--- src/rtl/level_pkg.sv ---
// Shared definitions for the level logic: game state encoding, background
// tile codes, and a small popcount helper used for coin bookkeeping.
package level_pkg;

    typedef enum logic [1:0] {
        IDLE = 2'd0,
        PLAY = 2'd1,
        WIN  = 2'd2,
        LOSE = 2'd3
    } level_state_t;

    typedef enum logic [2:0] {
        BDR = 3'd0,
        SKY = 3'd1,
        BLK = 3'd2,
        GND = 3'd3,
        TKN = 3'd4,
        CK1 = 3'd5,
        CK2 = 3'd6
    } tile_code_t;

    // Number of set bits in a coin vector (coin count never exceeds 16).
    function automatic logic [4:0] popcount16(input logic [15:0] v);
        logic [4:0] n;
        n = '0;
        for (int k = 0; k < 16; k++) begin
            n = n + {4'd0, v[k]};
        end
        return n;
    endfunction

endpackage

--- src/rtl/second_ticker.sv ---
// One-second tick generator: counts vga_clock cycles while enabled and emits a
// single-cycle tick every TICKS_PER_SECOND cycles; clear restarts the count.
module second_ticker #(
    parameter int TICKS_PER_SECOND = 25_000_000
) (
    input  logic vga_clock,
    input  logic reset,
    input  logic enable,
    input  logic clear,
    output logic tick
);

    localparam int CW = (TICKS_PER_SECOND > 1) ? $clog2(TICKS_PER_SECOND) : 1;
    localparam logic [CW-1:0] LAST = CW'(TICKS_PER_SECOND - 1);

    logic [CW-1:0] count_reg;

    assign tick = enable && !clear && (count_reg == LAST);

    // Cycle counter wraps on each tick; clear wins over enable.
    always_ff @(posedge vga_clock or negedge reset) begin
        if (!reset) begin
            count_reg <= '0;
        end else if (clear) begin
            count_reg <= '0;
        end else if (enable) begin
            count_reg <= tick ? '0 : count_reg + CW'(1);
        end
    end

endmodule

--- src/rtl/level_coin_tracker.sv ---
// Level coin tracker: detects Mario touching coins, keeps collected flags and
// the remaining-coin count, queues SKY tile writes for collected coins (lowest
// index first), runs the level timer and the IDLE/PLAY/WIN/LOSE state machine.
// Optional feature macro: LEVEL_LIVES_EN adds NUM_LIVES and a lives output.
module level_coin_tracker
    import level_pkg::*;
#(
    parameter int NUM_COINS        = 4,
    parameter int CHARACTER_WIDTH  = 42,
    parameter int BLOCK_WIDTH      = 40,
    parameter int TIME_LIMIT       = 100,
    parameter int TICKS_PER_SECOND = 25_000_000
`ifdef LEVEL_LIVES_EN
    ,
    parameter int NUM_LIVES        = 3
`endif
) (
    input  logic                               vga_clock,
    input  logic                               reset,
    input  logic                               start,
    input  logic signed [31:0]                 mario_x,
    input  logic signed [31:0]                 mario_y,
    input  logic [NUM_COINS*5-1:0]             coin_col,
    input  logic [NUM_COINS*4-1:0]             coin_row,
    input  logic                               enemy_hit,
    output logic                               tile_wr_valid,
    input  logic                               tile_wr_ready,
    output logic [3:0]                         tile_wr_row,
    output logic [4:0]                         tile_wr_col,
    output logic [NUM_COINS-1:0]               collected,
    output logic [$clog2(NUM_COINS+1)-1:0]     coins_left,
    output logic [7:0]                         seconds_left,
    output logic [1:0]                         state,
    output logic                               win,
    output logic                               lose
`ifdef LEVEL_LIVES_EN
    ,
    output logic [1:0]                         lives
`endif
);

    localparam int CLW = $clog2(NUM_COINS + 1);

    level_state_t         state_reg, state_next;
    logic [NUM_COINS-1:0] collected_reg, pending_reg, wr_sel_reg;
    logic [CLW-1:0]       coins_left_reg, coins_left_next;
    logic [7:0]           seconds_left_reg;
    logic                 wr_valid_reg;
    logic [3:0]           wr_row_reg;
    logic [4:0]           wr_col_reg;

    logic [NUM_COINS-1:0] touch, new_coins, avail, sel_onehot;
    logic                 sel_found, handshake, tick, lose_cond;
    logic [3:0]           sel_row;
    logic [4:0]           sel_col;

    // Per-coin bounding-box overlap test, inclusive edges, signed pixel space.
    for (genvar gi = 0; gi < NUM_COINS; gi++) begin : g_touch
        logic signed [31:0] tile_x, tile_y;
        assign tile_x = $signed({27'd0, coin_col[5*gi +: 5]}) * BLOCK_WIDTH;
        assign tile_y = $signed({28'd0, coin_row[4*gi +: 4]}) * BLOCK_WIDTH;
        assign touch[gi] = (mario_x <= tile_x + BLOCK_WIDTH - 1) &&
                           (mario_x + CHARACTER_WIDTH - 1 >= tile_x) &&
                           (mario_y <= tile_y + BLOCK_WIDTH - 1) &&
                           (mario_y + CHARACTER_WIDTH - 1 >= tile_y);
    end

    assign new_coins       = (state_reg == PLAY) ? (touch & ~collected_reg) : '0;
    assign coins_left_next = coins_left_reg - CLW'(popcount16(16'(new_coins)));
    assign handshake       = wr_valid_reg && tile_wr_ready;
    // The coin just accepted must not be re-offered on the handshake cycle.
    assign avail           = handshake ? (pending_reg & ~wr_sel_reg) : pending_reg;

    // Pick the lowest-index pending coin for the next tile write.
    always_comb begin
        sel_found  = 1'b0;
        sel_onehot = '0;
        sel_row    = '0;
        sel_col    = '0;
        for (int k = NUM_COINS - 1; k >= 0; k--) begin
            if (avail[k]) begin
                sel_found     = 1'b1;
                sel_onehot    = '0;
                sel_onehot[k] = 1'b1;
                sel_row       = coin_row[4*k +: 4];
                sel_col       = coin_col[5*k +: 5];
            end
        end
    end

    second_ticker #(
        .TICKS_PER_SECOND(TICKS_PER_SECOND)
    ) u_second_ticker (
        .vga_clock(vga_clock),
        .reset    (reset),
        .enable   (state_reg == PLAY),
        .clear    (start),
        .tick     (tick)
    );

`ifdef LEVEL_LIVES_EN
    localparam int GW = $clog2(TICKS_PER_SECOND + 1);

    logic          hit_d_reg, hit_accept;
    logic [GW-1:0] guard_reg;
    logic [1:0]    lives_reg;

    assign hit_accept = (state_reg == PLAY) && enemy_hit && !hit_d_reg && (guard_reg == '0);
    assign lose_cond  = (hit_accept && lives_reg <= 2'd1) || (seconds_left_reg == 8'd0);
    assign lives      = lives_reg;

    // Lives counter with a one-second hit guard after every accepted hit.
    always_ff @(posedge vga_clock or negedge reset) begin
        if (!reset) begin
            hit_d_reg <= 1'b0;
            guard_reg <= '0;
            lives_reg <= 2'(NUM_LIVES);
        end else begin
            hit_d_reg <= enemy_hit;
            if (start) begin
                guard_reg <= '0;
                lives_reg <= 2'(NUM_LIVES);
            end else if (hit_accept) begin
                guard_reg <= GW'(TICKS_PER_SECOND);
                lives_reg <= (lives_reg != 2'd0) ? lives_reg - 2'd1 : 2'd0;
            end else if (guard_reg != '0) begin
                guard_reg <= guard_reg - GW'(1);
            end
        end
    end
`else
    assign lose_cond = enemy_hit || (seconds_left_reg == 8'd0);
`endif

    // State register.
    always_ff @(posedge vga_clock or negedge reset) begin
        if (!reset) begin
            state_reg <= IDLE;
        end else begin
            state_next_apply: state_reg <= state_next;
        end
    end

    // Next-state logic; the win test uses the post-collection count so a final
    // coin beats a simultaneous losing event.
    always_comb begin
        state_next = state_reg;
        if (start) begin
            state_next = PLAY;
        end else begin
            case (state_reg)
                PLAY: begin
                    if (coins_left_next == '0) begin
                        state_next = WIN;
                    end else if (lose_cond) begin
                        state_next = LOSE;
                    end
                end
                default: state_next = state_reg;
            endcase
        end
    end

    // Coin bookkeeping, timer and tile-write presentation.
    always_ff @(posedge vga_clock or negedge reset) begin
        if (!reset) begin
            collected_reg    <= '0;
            pending_reg      <= '0;
            wr_sel_reg       <= '0;
            coins_left_reg   <= CLW'(NUM_COINS);
            seconds_left_reg <= 8'(TIME_LIMIT);
            wr_valid_reg     <= 1'b0;
            wr_row_reg       <= '0;
            wr_col_reg       <= '0;
        end else if (start) begin
            collected_reg    <= '0;
            pending_reg      <= '0;
            wr_sel_reg       <= '0;
            coins_left_reg   <= CLW'(NUM_COINS);
            seconds_left_reg <= 8'(TIME_LIMIT);
            wr_valid_reg     <= 1'b0;
        end else begin
            collected_reg  <= collected_reg | new_coins;
            pending_reg    <= (pending_reg | new_coins) & ~(handshake ? wr_sel_reg : '0);
            coins_left_reg <= coins_left_next;
            if (state_reg == PLAY && tick && seconds_left_reg != 8'd0) begin
                seconds_left_reg <= seconds_left_reg - 8'd1;
            end
            // Only load a new write when the channel is idle or just accepted.
            if (!wr_valid_reg || handshake) begin
                wr_valid_reg <= sel_found;
                wr_sel_reg   <= sel_onehot;
                if (sel_found) begin
                    wr_row_reg <= sel_row;
                    wr_col_reg <= sel_col;
                end
            end
        end
    end

    assign tile_wr_valid = wr_valid_reg;
    assign tile_wr_row   = wr_row_reg;
    assign tile_wr_col   = wr_col_reg;
    assign collected     = collected_reg;
    assign coins_left    = coins_left_reg;
    assign seconds_left  = seconds_left_reg;
    assign state         = state_reg;
    assign win           = (state_reg == WIN);
    assign lose          = (state_reg == LOSE);

endmodule

--- config.mk ---
export PLATFORM = sky130hd
export DESIGN_NAME = level_coin_tracker
export DESIGN_NICKNAME = d
export VERILOG_FILES = /design/src/rtl/level_pkg.sv /design/src/rtl/second_ticker.sv /design/src/rtl/level_coin_tracker.sv
export SDC_FILE = /design/constraint.sdc
export NUM_CORES = 1
export LEC_CHECK = 0
export BUFFER_PORTS_ARGS = -buffer_cell sky130_fd_sc_hd__buf_2
export CORE_ASPECT_RATIO = 1.1
export CORE_UTILIZATION = 50
export DETAILED_ROUTE_END_ITERATION = 10
export PLACE_DENSITY = 0.82
export SLEW_MARGIN = 25
export SYNTH_ARGS = -nofsm -noshare
export SYNTH_HDL_FRONTEND = slang
export SYNTH_HIERARCHICAL = 1
export SYNTH_SLANG_ARGS = --single-unit
export TNS_END_PERCENT = 100
--- constraint.sdc ---
create_clock -name vga_clock -period 6.4 [get_ports vga_clock]
set_input_delay 0.32 -clock vga_clock [delete_from_list [all_inputs] [get_ports vga_clock]]
set_output_delay 0.32 -clock vga_clock [all_outputs]
set_load 0.1 [all_outputs]
==> results.sh <==
export IMPL_status="completed"
export IMPL_setup_viol=0
export IMPL_crit_type="in2reg"
export IMPL_grt_remaining_overflow=0
export IMPL_vias_per_cell=6.33
export IMPL_crit_fanout=3
export IMPL_io_buffers=133
export IMPL_io_pins=134
export IMPL_postCtsSetupRepairBufs=0
export IMPL_clock_fmax_mhz=166
export IMPL_fin_ws_ps=366
export IMPL_rr_endpoint="state[0]"
export IMPL_max_slew_margin_pct=40.6
export IMPL_drc_errors=0
export IMPL_rows=52
export IMPL_gp_routability_congestion=1.02
export IMPL_seqPwrFrac_pct=21.3
export IMPL_min_path_type="in2async"
export IMPL_clk_latency_ps=330
export IMPL_worstMarginPinSlew_ps=883
export IMPL_sw_frac_of_total_pct=50.3
export IMPL_yosysUniqueCellTypes=86
export IMPL_die_w_um=134
export IMPL_finalHoldViolations=0
export IMPL_slew_viol_final=0
export IMPL_synth_seq_area_share_pct=15.6
export IMPL_synth_cells=1182
export IMPL_cts_tree="yes"
export IMPL_synthFlopType="dfrtp_1"
export IMPL_grt_pass1_wl_um=46300
export IMPL_r2r_slack_ps=2050
export IMPL_dr_pass1_iters=5
export IMPL_drive_gt1_share_pct=15.4
export IMPL_final_nets=1616
export IMPL_post_drt_wl_per_cell_um=18.2
export IMPL_fin_total_pwr_mw=2.24
export IMPL_syn_mean_instance_area_um2=8.15
export IMPL_ys_warn_count=6
export IMPL_internal_power_mw=1.11
export IMPL_antenna_found_initial=2
export IMPL_vias=9905
export IMPL_synth_edff_count=0
export IMPL_track_usage_pct=28.9
export IMPL_die_y_um=148
export IMPL_synth_top_area_share_pct=23.8
export IMPL_cts_sinks=60
export IMPL_pre_cts_ws_ps=-113
export IMPL_p_clk_share_pct=20.0
export IMPL_critPathRequiredTime_ps=6620
export IMPL_synth_area_um2=9630
export IMPL_crit_arrival_ps=6250
export IMPL_r2r_cells=14
export IMPL_grt_max_degree=61
export IMPL_largest_reg_flops=25
export IMPL_period_share_pct=94.3
export IMPL_skew_ps=12.0
export IMPL_cts_resized=0
export IMPL_start_kind="primary input"
export IMPL_area_delta_synth_final_pct=13.5
export IMPL_critPathCaptureType="register"
export IMPL_numCtsBuffers=9
export IMPL_period_needed_ps=6030
export IMPL_hold_buffers=0
export IMPL_htree_num_levels=3
export IMPL_dieArea_um2=19800
export IMPL_combPwrFrac_pct=58.7
export IMPL_synthArstFlopShare_pct=100
export IMPL_p_leak_nw=4.99
export IMPL_drtIter0Drc=793
export IMPL_maxCapViolCount=0
export IMPL_ys_seq_elements=60
export IMPL_powerDensity_nw_per_um2=205
export IMPL_clockBufferDepth=2
export IMPL_cts_root_buf="clkbuf_16"
export IMPL_hpwl_um=22600
export IMPL_clk_pin_slew_ps=60
export IMPL_netlist_top_cell_by_area="ha_1"
export IMPL_grt_setup_unrepaired="no"
export IMPL_synthTopCellsByArea="ha_1, dfrtp_1, xnor2_1, a21oi_1, nand4_1"
export IMPL_first_global_vias=9604
export IMPL_start_util_pct=51.8
export IMPL_antenna_left=0
export IMPL_r2r_start="state[0]"
export IMPL_power_switching_mw=1.13
export IMPL_peakVddDrop_mv=0.204
export IMPL_core_area_um2=18600
export IMPL_routed_wl_um=28400
## final cells by class
class	instances	area, um^2
Multi-Input combinational cell	1007	7690
Sequential cell	60	1510
Antenna cell	1	2.50
Fill cell	1663	7680
Tap cell	243	304
Timing Repair Buffer	156	838
Inverter	81	304
Clock inverter	7	52.6
Clock buffer	9	225
## per-layer routing
layer	routed length, um	vias to the layer above	track usage (%)
met3	1830	71	3.43
met2	13500	402	49.8
li1	-	4753	-
met1	12000	4677	36.0
met5	13	-	0
met4	1080	2	13.0
## critical path, cell delays in order
cell and delay [ps]:
buf_2 120, ha_1 340, ha_1 310, a21o_1 150, a21oi_1 180, xnor2_1 180
inv_1 100, o31a_1 300, ha_1 280, and3_1 200, a211oi_1 230, o21ai_0 130
o22ai_1 170, nor2b_1 180, o221ai_1 130, a2111o_1 470, fa_1 570, inv_1 50
fa_1 450, fa_1 410, fa_1 390, xnor2_1 210, nand3_1 120, o21ai_0 170
nand2b_1 70
## cells in the final DEF, fill, tap and decap left out, drive strengths merged, types with 7 or more instances in the layout
| cell | count |
|---|---|
| nand2 | 57 |
| nor2 | 70 |
| nor3 | 39 |
| and3 | 18 |
| and4 | 12 |
| or2 | 7 |
| or3 | 11 |
| inv | 82 |
| nor4 | 28 |
| buf | 156 |
| xor2 | 18 |
| nand4 | 57 |
| a31oi | 12 |
| or4 | 9 |
| mux2i | 7 |
| a211oi | 10 |
| a21o | 28 |
| dfrtp | 56 |
| nor2b | 19 |
| nand3 | 61 |
| and2 | 7 |
| fa | 13 |
| ha | 183 |
| o21ai | 54 |
| o21a | 21 |
| a21oi | 90 |
| a222oi | 9 |
| clkbuf | 9 |
| nand2b | 15 |
| nor3b | 9 |
| xnor2 | 53 |
## kinds of logic after synthesis
family,after synthesis,share of synthesized area (%)
AO/OA/AOI/OAI,288,19.8
XOR/XNOR,71,6.46
adder cells (fa/ha/maj),196,26.5
buffers and inverters,118,5.00
flip-flops,60,15.6
multiplexers,8,0.844
other,1,0.0389
AND/OR/NAND/NOR,440,25.7
## stage by stage
step	instances	hold slack, ps	utilization (%)	TNS [ps]	instance area, um^2
2_1_floorplan	1185	24.4	-	0	9640
3_3_place_gp	1547	499	57.1	0	10600
3_5_place_dp	1547	511	57.1	-191	10600
4_1_cts	1563	169	58.6	0	10900
5_1_grt	1564	199	58.7	0	10900
6_report	1564	142	58.7	0	10900
## cell usage after synthesis, drive strengths merged, types with 4 or more instances
cell       n
nand3     61
nor4      28
a311oi     4
or2        7
a222oi     9
and4      12
inv       81
a2111oi    4
dfstp      4
o31a       4
a31oi     12
nor2      70
or3       11
a32o       6
a211o      6
fa        13
nand4     57
nand2     57
xor2      18
and2       7
and3      18
o22ai      5
o21a      21
nand3b     4
o31ai      4
a221oi     4
a21oi     90
dfrtp     56
mux2i      7
a21o      28
or4        9
a31o       4
nor3b      9
nor2b     19
xnor2     53
buf       12
o21ai     54
a211oi    10
ha       183
clkbuf    25
nand2b    15
nor3      39
## power by group through the flow
stage                     Sequential (mW)  Clock (mW)  Combinational (mW)
after floorplan                     0.782           0               0.661
after global placement              0.481           0                1.26
after detailed placement            0.481           0                1.30
after CTS                           0.476       0.452                1.31
after global routing                0.485       0.471                1.44
final                               0.477       0.449                1.31
## worst max path at each step
stage	cells past startpoint	slack, ps	end	from
global route	27	60	state[1]	coin_col[12]
finish	25	370	state[0]	coin_col[12]
global placement	26	120	state[1]	coin_col[7]
detailed placement	25	-110	state[0]	coin_col[7]
CTS	25	170	state[0]	coin_col[7]
floorplan	24	540	state[0]	coin_col[7]
No activity file was read; power rests on OpenSTA's default activity.
